===== src/rtl/cpu_types_pkg.sv =====
// Shared CPU type definitions: pipeline occupancy type, perf counter width
// default and the packed bundles carried between pipeline stages.
package cpu_types_pkg;

  typedef logic [1:0] pipe_occ_t;

  localparam int PIPE_CNT_W_DEF = 16;

  typedef struct packed {
    logic [31:0] pc;
    logic [31:0] instr;
  } ifid_t;

  typedef struct packed {
    logic [31:0] pc;
    logic [31:0] rs1_val;
    logic [31:0] rs2_val;
    logic [31:0] imm;
    logic [4:0]  rd;
    logic [3:0]  alu_op;
    logic        mem_rd;
    logic        mem_wr;
    logic        reg_wr;
  } idex_t;

  typedef struct packed {
    logic [31:0] alu_res;
    logic [31:0] store_val;
    logic [4:0]  rd;
    logic        mem_rd;
    logic        mem_wr;
    logic        reg_wr;
  } exmm_t;

  typedef struct packed {
    logic [31:0] wb_val;
    logic [4:0]  rd;
    logic        reg_wr;
  } mmwb_t;

endpackage


===== src/rtl/sat_counter.sv =====
// Saturating up-counter with synchronous clear, used for pipeline perf stats.
module sat_counter #(
  parameter int CNT_W = 16
) (
  input  logic             clk,
  input  logic             rst,
  input  logic             inc,
  input  logic             clr,
  output logic [CNT_W-1:0] cnt
);

  // Reset and clear win over counting; the count sticks at all-ones.
  always_ff @(posedge clk) begin
    if (rst || clr) begin
      cnt <= '0;
    end else if (inc && (cnt != '1)) begin
      cnt <= cnt + CNT_W'(1);
    end
  end

endmodule


===== src/rtl/pipe_stage_reg.sv =====
// Elastic pipeline register between two CPU stages with valid/ready handshake,
// flush, optional skid entry (registered in_ready) and starve/stall counters.
module pipe_stage_reg
  import cpu_types_pkg::*;
#(
  parameter int               WIDTH     = 32,
  parameter bit               SKID      = 1'b0,
  parameter logic [WIDTH-1:0] RESET_VAL = '0,
  parameter int               CNT_W     = PIPE_CNT_W_DEF
) (
  input  logic             CLK,
  input  logic             RST,
  input  logic             flush,
  input  logic             cnt_clr,
  input  logic             in_valid,
  output logic             in_ready,
  input  logic [WIDTH-1:0] in_data,
  output logic             out_valid,
  input  logic             out_ready,
  output logic [WIDTH-1:0] out_data,
  output pipe_occ_t        occupancy,
  output logic [CNT_W-1:0] starve_cnt,
  output logic [CNT_W-1:0] stall_cnt
);

  logic             valid_m;
  logic [WIDTH-1:0] data_m;
  logic             valid_s;
  logic             in_fire;
  logic             out_fire;

  assign in_fire   = in_valid & in_ready;
  assign out_fire  = out_valid & out_ready;
  assign out_valid = valid_m;
  assign out_data  = data_m;
  assign occupancy = {1'b0, valid_m} + {1'b0, valid_s};

  if (SKID == 1'b0) begin : g_single

    assign valid_s  = 1'b0;
    assign in_ready = ~valid_m | out_ready;

    // Single main register: load on accept, drop valid once consumed.
    always_ff @(posedge CLK) begin
      if (RST || flush) begin
        valid_m <= 1'b0;
        data_m  <= RESET_VAL;
      end else if (in_fire) begin
        valid_m <= 1'b1;
        data_m  <= in_data;
      end else if (out_fire) begin
        valid_m <= 1'b0;
      end
    end

  end else begin : g_skid

    logic [WIDTH-1:0] data_s;
    logic             m_free;

    assign in_ready = ~valid_s;
    assign m_free   = ~valid_m | out_ready;

    // Main plus skid entry: the skid always refills main first so order holds.
    always_ff @(posedge CLK) begin
      if (RST || flush) begin
        valid_m <= 1'b0;
        data_m  <= RESET_VAL;
        valid_s <= 1'b0;
        data_s  <= RESET_VAL;
      end else if (m_free) begin
        if (valid_s) begin
          valid_m <= 1'b1;
          data_m  <= data_s;
          valid_s <= 1'b0;
        end else if (in_fire) begin
          valid_m <= 1'b1;
          data_m  <= in_data;
        end else begin
          valid_m <= 1'b0;
        end
      end else if (in_fire) begin
        valid_s <= 1'b1;
        data_s  <= in_data;
      end
    end

  end

  sat_counter #(.CNT_W(CNT_W)) u_starve_cnt (
    .clk (CLK),
    .rst (RST),
    .inc (out_ready & ~out_valid),
    .clr (cnt_clr),
    .cnt (starve_cnt)
  );

  sat_counter #(.CNT_W(CNT_W)) u_stall_cnt (
    .clk (CLK),
    .rst (RST),
    .inc (out_valid & ~out_ready),
    .clr (cnt_clr),
    .cnt (stall_cnt)
  );

endmodule


===== config.mk =====
export PLATFORM = sky130hd
export DESIGN_NAME = pipe_stage_reg
export DESIGN_NICKNAME = d
export VERILOG_FILES = /design/src/rtl/cpu_types_pkg.sv /design/src/rtl/sat_counter.sv /design/src/rtl/pipe_stage_reg.sv
export SDC_FILE = /design/constraint.sdc
export NUM_CORES = 1
export LEC_CHECK = 0
export CAP_MARGIN = 30
export CORE_MARGIN = 2
export CORE_UTILIZATION = 25
export DETAILED_ROUTE_END_ITERATION = 12
export DONT_BUFFER_PORTS = 1
export HOLD_SLACK_MARGIN = 0.03
export PLACE_DENSITY_LB_ADDON = 0.05
export SYNTH_ARGS = -nofsm -noshare
export SYNTH_HDL_FRONTEND = slang
export SYNTH_SLANG_ARGS = --single-unit

===== constraint.sdc =====
create_clock -name CLK -period 3.34 [get_ports CLK]
set_input_delay 0.334 -clock CLK [delete_from_list [all_inputs] [get_ports CLK]]
set_output_delay 0.334 -clock CLK [all_outputs]
set_load 0.02 [all_outputs]

* Word-level counts from Yosys, hierarchy flattened
Index checks and enable logic that the tools add are counted.
Operators by class: add/sub/neg operators 2, $mul 0, div/mod/pow operators 0, $lt $le $gt $ge 0, equal/unequal tests 2, shifts and indexed selects 0, mux-type cells 2, bitwise gates (word level) 7, reduce and logical (&&, ||, !) cells 5
Operators with widths (number):
- adder 16 x 1 -> 16 bit (second input constant) | 2
- != test 16 bit (second input constant) | 2
- AND 1 bit | 4
- logical AND 1 bit | 2
- logical OR 1 bit | 2
- two-way mux 1 bit | 2
- inverter 1 bit | 2
- nonzero test 2 bit | 1
- OR 1 bit | 1
Storage, ports and cells: register bits 65, latch bits 0, memory bits (writable) 0, bits in read-only memories 0, word-level logic and storage cells 22, memories kept 0

* Depth between registers and ports, before layout
depth after elaboration 4, gate-level depth with buffers 7, mapped depth without buffers 5

* Modules after synthesis
From an unflattened synthesis, not the netlist that was laid out.
Unflattened totals: cell total of the unflattened synthesis 345, area, all modules 3071.7 um2
Modules (own cells, without submodules):
- sat_counter | times used 2, cells each 95, area an instance 847.1 um2, seq. area each 320.3 um2
- pipe_stage_reg | times used 1, cells each 155, area an instance 1377.6 um2, seq. area each 660.6 um2

* Worst setup path after synthesis
No wires, ideal clock.
path type register -> register, from register u_stall_cnt.cnt[0], to register u_stall_cnt.cnt[3], data arrival time 1.746 ns, required time 3.273 ns, path slack 1.526 ns, cell stages (with the launch flop) 8, period minus slack after synthesis 1.814 ns, path through dfxtp_1 ha_1 nand4_2 o41ai_2 buf_4 buf_8 o21ai_1 a21oi_2
On the way: cells in the longest elaborated chain, start to end 2
RTL lines:
- start: declaration | RTL line sat_counter.sv:9 | output logic [CNT_W-1:0] cnt
- start signal: assignment | RTL line sat_counter.sv:17 | cnt <= cnt + CNT_W'(1);
- branches (longest 2 deep; another with adder 16 x 1 -> 16 bit)
Parallel ways; which one is timed is not known. A chain may end at the register's enable or synchronous reset.

* Worst setup path after layout
from register valid_m (netlist: out_valid), to register data_m[5] (netlist: out_data[5])
On the way: cells in the longest elaborated chain, start to end 3
RTL lines:
- start: declaration | RTL line pipe_stage_reg.sv:26 | logic valid_m;
- start signal: assignment | RTL line pipe_stage_reg.sv:46 | valid_m <= 1'b0;
- start signal: assignment | RTL line pipe_stage_reg.sv:49 | valid_m <= 1'b1;
- start signal: assignment | RTL line pipe_stage_reg.sv:52 | valid_m <= 1'b0;
- inverter 1 bit | RTL line pipe_stage_reg.sv:41 | assign in_ready = ~valid_m | out_ready;
- OR 1 bit | RTL line pipe_stage_reg.sv:41
- via in_ready | RTL line pipe_stage_reg.sv:16 | output logic in_ready,
- AND 1 bit | RTL line pipe_stage_reg.sv:32 | assign in_fire = in_valid & in_ready;
- end signal: assignment | RTL line pipe_stage_reg.sv:50 | data_m <= in_data;
- end: declaration | RTL line pipe_stage_reg.sv:27 | logic [WIDTH-1:0] data_m;
The timed path passes the listed nets, and every way through them passes these cells.

==> impl_metrics.tcl <==
set metrics [dict create \
    netlist_area_um2 2820 \
    crit_type "flop to flop" \
    p_leak_nw 1.04 \
    rows 38 \
    critical_path.max_fanout 21 \
    cts_resized 0 \
    synthTopCellsByCount "nand2_1, dfxtp_1, a21oi_1, or3_1, clkbuf_1" \
    first_pass_iters 4 \
    cts.htree.levels 3 \
    grt_use_total 0.136 \
    pre_cts_ws_ps 1150 \
    synth_edf_count 0 \
    finalClockSkew_ps 5.82 \
    max-vdd-ir-drop_mv 0.213 \
    placedCellCount 466 \
    fp.dieArea_um2 12200 \
    vias 2452 \
    met2WireLength_um 3910 \
    synth-async-reset-ratio 0 \
    postSynthCellCount 341 \
    relSlewSlack 0.533 \
    fin_nets 377 \
    rsz0062_at_grt "false" \
    cts_tree "built" \
    startpoint_type "flop" \
    setup_slack_ps 1190 \
    ant_nets 0 \
    yosysTopAreaCellShare 0.461 \
    numCtsBuffers 9 \
    fillers 1219 \
    finalSetupViolCount 0 \
    areaGrowthSynthToFinish_pct 14.7 \
    worstHoldPathType "input pin to flop" \
    route.met3.wl_um 602 \
    grt_pass1_vias 2402 \
    postSynthAreaPerCell_um2 8.28 \
    path_clk_slew_ps 60 \
    n_antenna_cell 0 \
    arrival_ps 2400 \
    drcViolationCount 0 \
    r2r_setup_slack_ps 1190 \
    clkSinkCount 65 \
    detailed_place_hpwl_um 5520 \
    io_pins 106 \
    initial_core_util 0.258 \
    wl_per_cell_um 17.2 \
    dr.max_layer_used "met4" \
    grt_pass1_wl_um 12500 \
    grt_max_degree 34 \
    synthTopCellsByArea "dfxtp_1, nand2_1, a21oi_1, or3_1, o31ai_1" \
    worst_pin_slew_ps 701 \
    period_needed_ps 2150 \
    yosysUniqueCellTypes 43 \
    timing.fmax_mhz 465 \
    place.gp.congestion 0.734 \
    drv_slew 0 \
    gr-total-overflow 0 \
    drive_gt1_frac 0.0936 \
    synth_nets 381 \
    max-cap-violations 0 \
    insertion_delay_ps 330 \
    status "finished, final reports clean" \
    clock-root-buffer "clkbuf_16" \
    routed_wl_um 8290 \
    numPortBuffers 0 \
    finalNonFillerCells 482 \
    setup_tns_ps 0 \
    clk_path_buf_depth 2 \
    synth_largest_area_cell "dfxtp_1" \
    cts_hold_buffers 0 \
    die_x_um 110 \
    post_cts_buffers 0 \
    required_ps 3590 \
    fp.dieH_um 110 \
    hold_violations 0 \
    yosysWarnings 0 \
    synth.most_common_cell "nand2_1" \
    drtIter0Drc 100 \
    hold-worst-slack_ps 133 \
    ys_seq_area_frac 0.461 \
    fin_crit_sh 0.643 \
    wl_met1_um 3630 \
    grt_antenna_before_repair 0 \
    ys_ff_latch 65 \
    core-area_um2 10900 \
    ys.flop_type "dfxtp_1" \
    via_per_inst 5.09 \
    power_density_nw_per_um2 582 \
    end_kind "flop" \
]
worst paths after layout:
path	from	end	cells after the start
min	in_valid	out_valid$_SDFFE_PP0P_	2
max reg2reg	out_valid$_SDFFE_PP0P_	out_data[5]$_SDFFE_PP0P_	6
max	out_valid$_SDFFE_PP0P_	out_data[5]$_SDFFE_PP0P_	6
min reg2reg	out_data[19]$_SDFFE_PP0P_	out_data[19]$_SDFFE_PP0P_	2
kinds of logic after synthesis:
group	synth area share
AND/OR/NAND/NOR	0.293
AO/OA/AOI/OAI	0.191
flip-flops	0.461
buffers and inverters	0.0372
adder cells (fa/ha/maj)	0.00886
other	0.00133
XOR/XNOR	0.00310
multiplexers	0.00355
registers in the layout, indices dropped and copies added (netlist names):
register,cells
out_data,32
out_valid,1
u_stall_cnt.cnt,16
u_starve_cnt.cnt,16
per-stage QoR:
step	area [µm²]	utilization	power, mW
6_report	3240	0.296	1.88
4_1_cts	3240	0.296	1.93
3_5_place_dp	2930	0.268	0.900
2_1_floorplan	2820	-	0.884
3_3_place_gp	2930	0.268	0.900
5_1_grt	3240	0.296	1.97
cell type report:
type	instances	area, µm²	share of cell area
multi-input cells	255	1420	0.437
flip-flops and latches	65	1300	0.402
clock buffers	10	229	0.0707
well taps	140	175	0.0541
clock inverters	6	82.6	0.0255
repair buffers	3	22.5	0.00696
inverters	3	11.3	0.00348
where the power goes:
part | switching (mW) | internal, mW | total, mW
Combinational | 0.0463 | 0.0173 | 0.0636
Clock | 0.353 | 0.649 | 1.00
Sequential | 0.0279 | 0.790 | 0.817
critical path, stage by stage, from the launching register on:
cell and delay [ps]:
dfxtp_1 480, and2b_2 340, inv_1 240, and2_1 460, buf_4 340, nand2_1 80
a21oi_1 130
metal layers:
| metal | track usage | vias to the layer above |
|---|---|---|
| li1 | - | 1223 |
| met1 | 0.165 | 1150 |
| met2 | 0.214 | 69 |
| met3 | 0.0506 | 10 |
| met4 | 0.0643 | 0 |
| met5 | 0 | - |
cell usage in the layout, fill, tap and decap left out, drive strengths merged, types with 2 or more instances in the layout:
| master | Yosys | final |
|---|---|---|
| bufinv | 0 | 2 |
| and4 | 2 | 2 |
| o41ai | 5 | 5 |
| or2 | 3 | 3 |
| a31oi | 2 | 2 |
| clkbuf | 11 | 10 |
| and2 | 4 | 4 |
| nor2 | 7 | 7 |
| inv | 3 | 3 |
| o31ai | 10 | 10 |
| o21ai | 14 | 14 |
| buf | 7 | 3 |
| nand3 | 6 | 6 |
| clkinv | 0 | 3 |
| nand2 | 85 | 85 |
| o311ai | 3 | 3 |
| and3 | 4 | 4 |
| dfxtp | 65 | 65 |
| nand2b | 2 | 2 |
| nand4 | 12 | 12 |
| a21oi | 55 | 55 |
| nor4 | 5 | 5 |
| or3 | 13 | 13 |
| or4 | 9 | 9 |
| ha | 2 | 2 |
| nor3 | 3 | 3 |
Power figures use the tool's default switching activity.
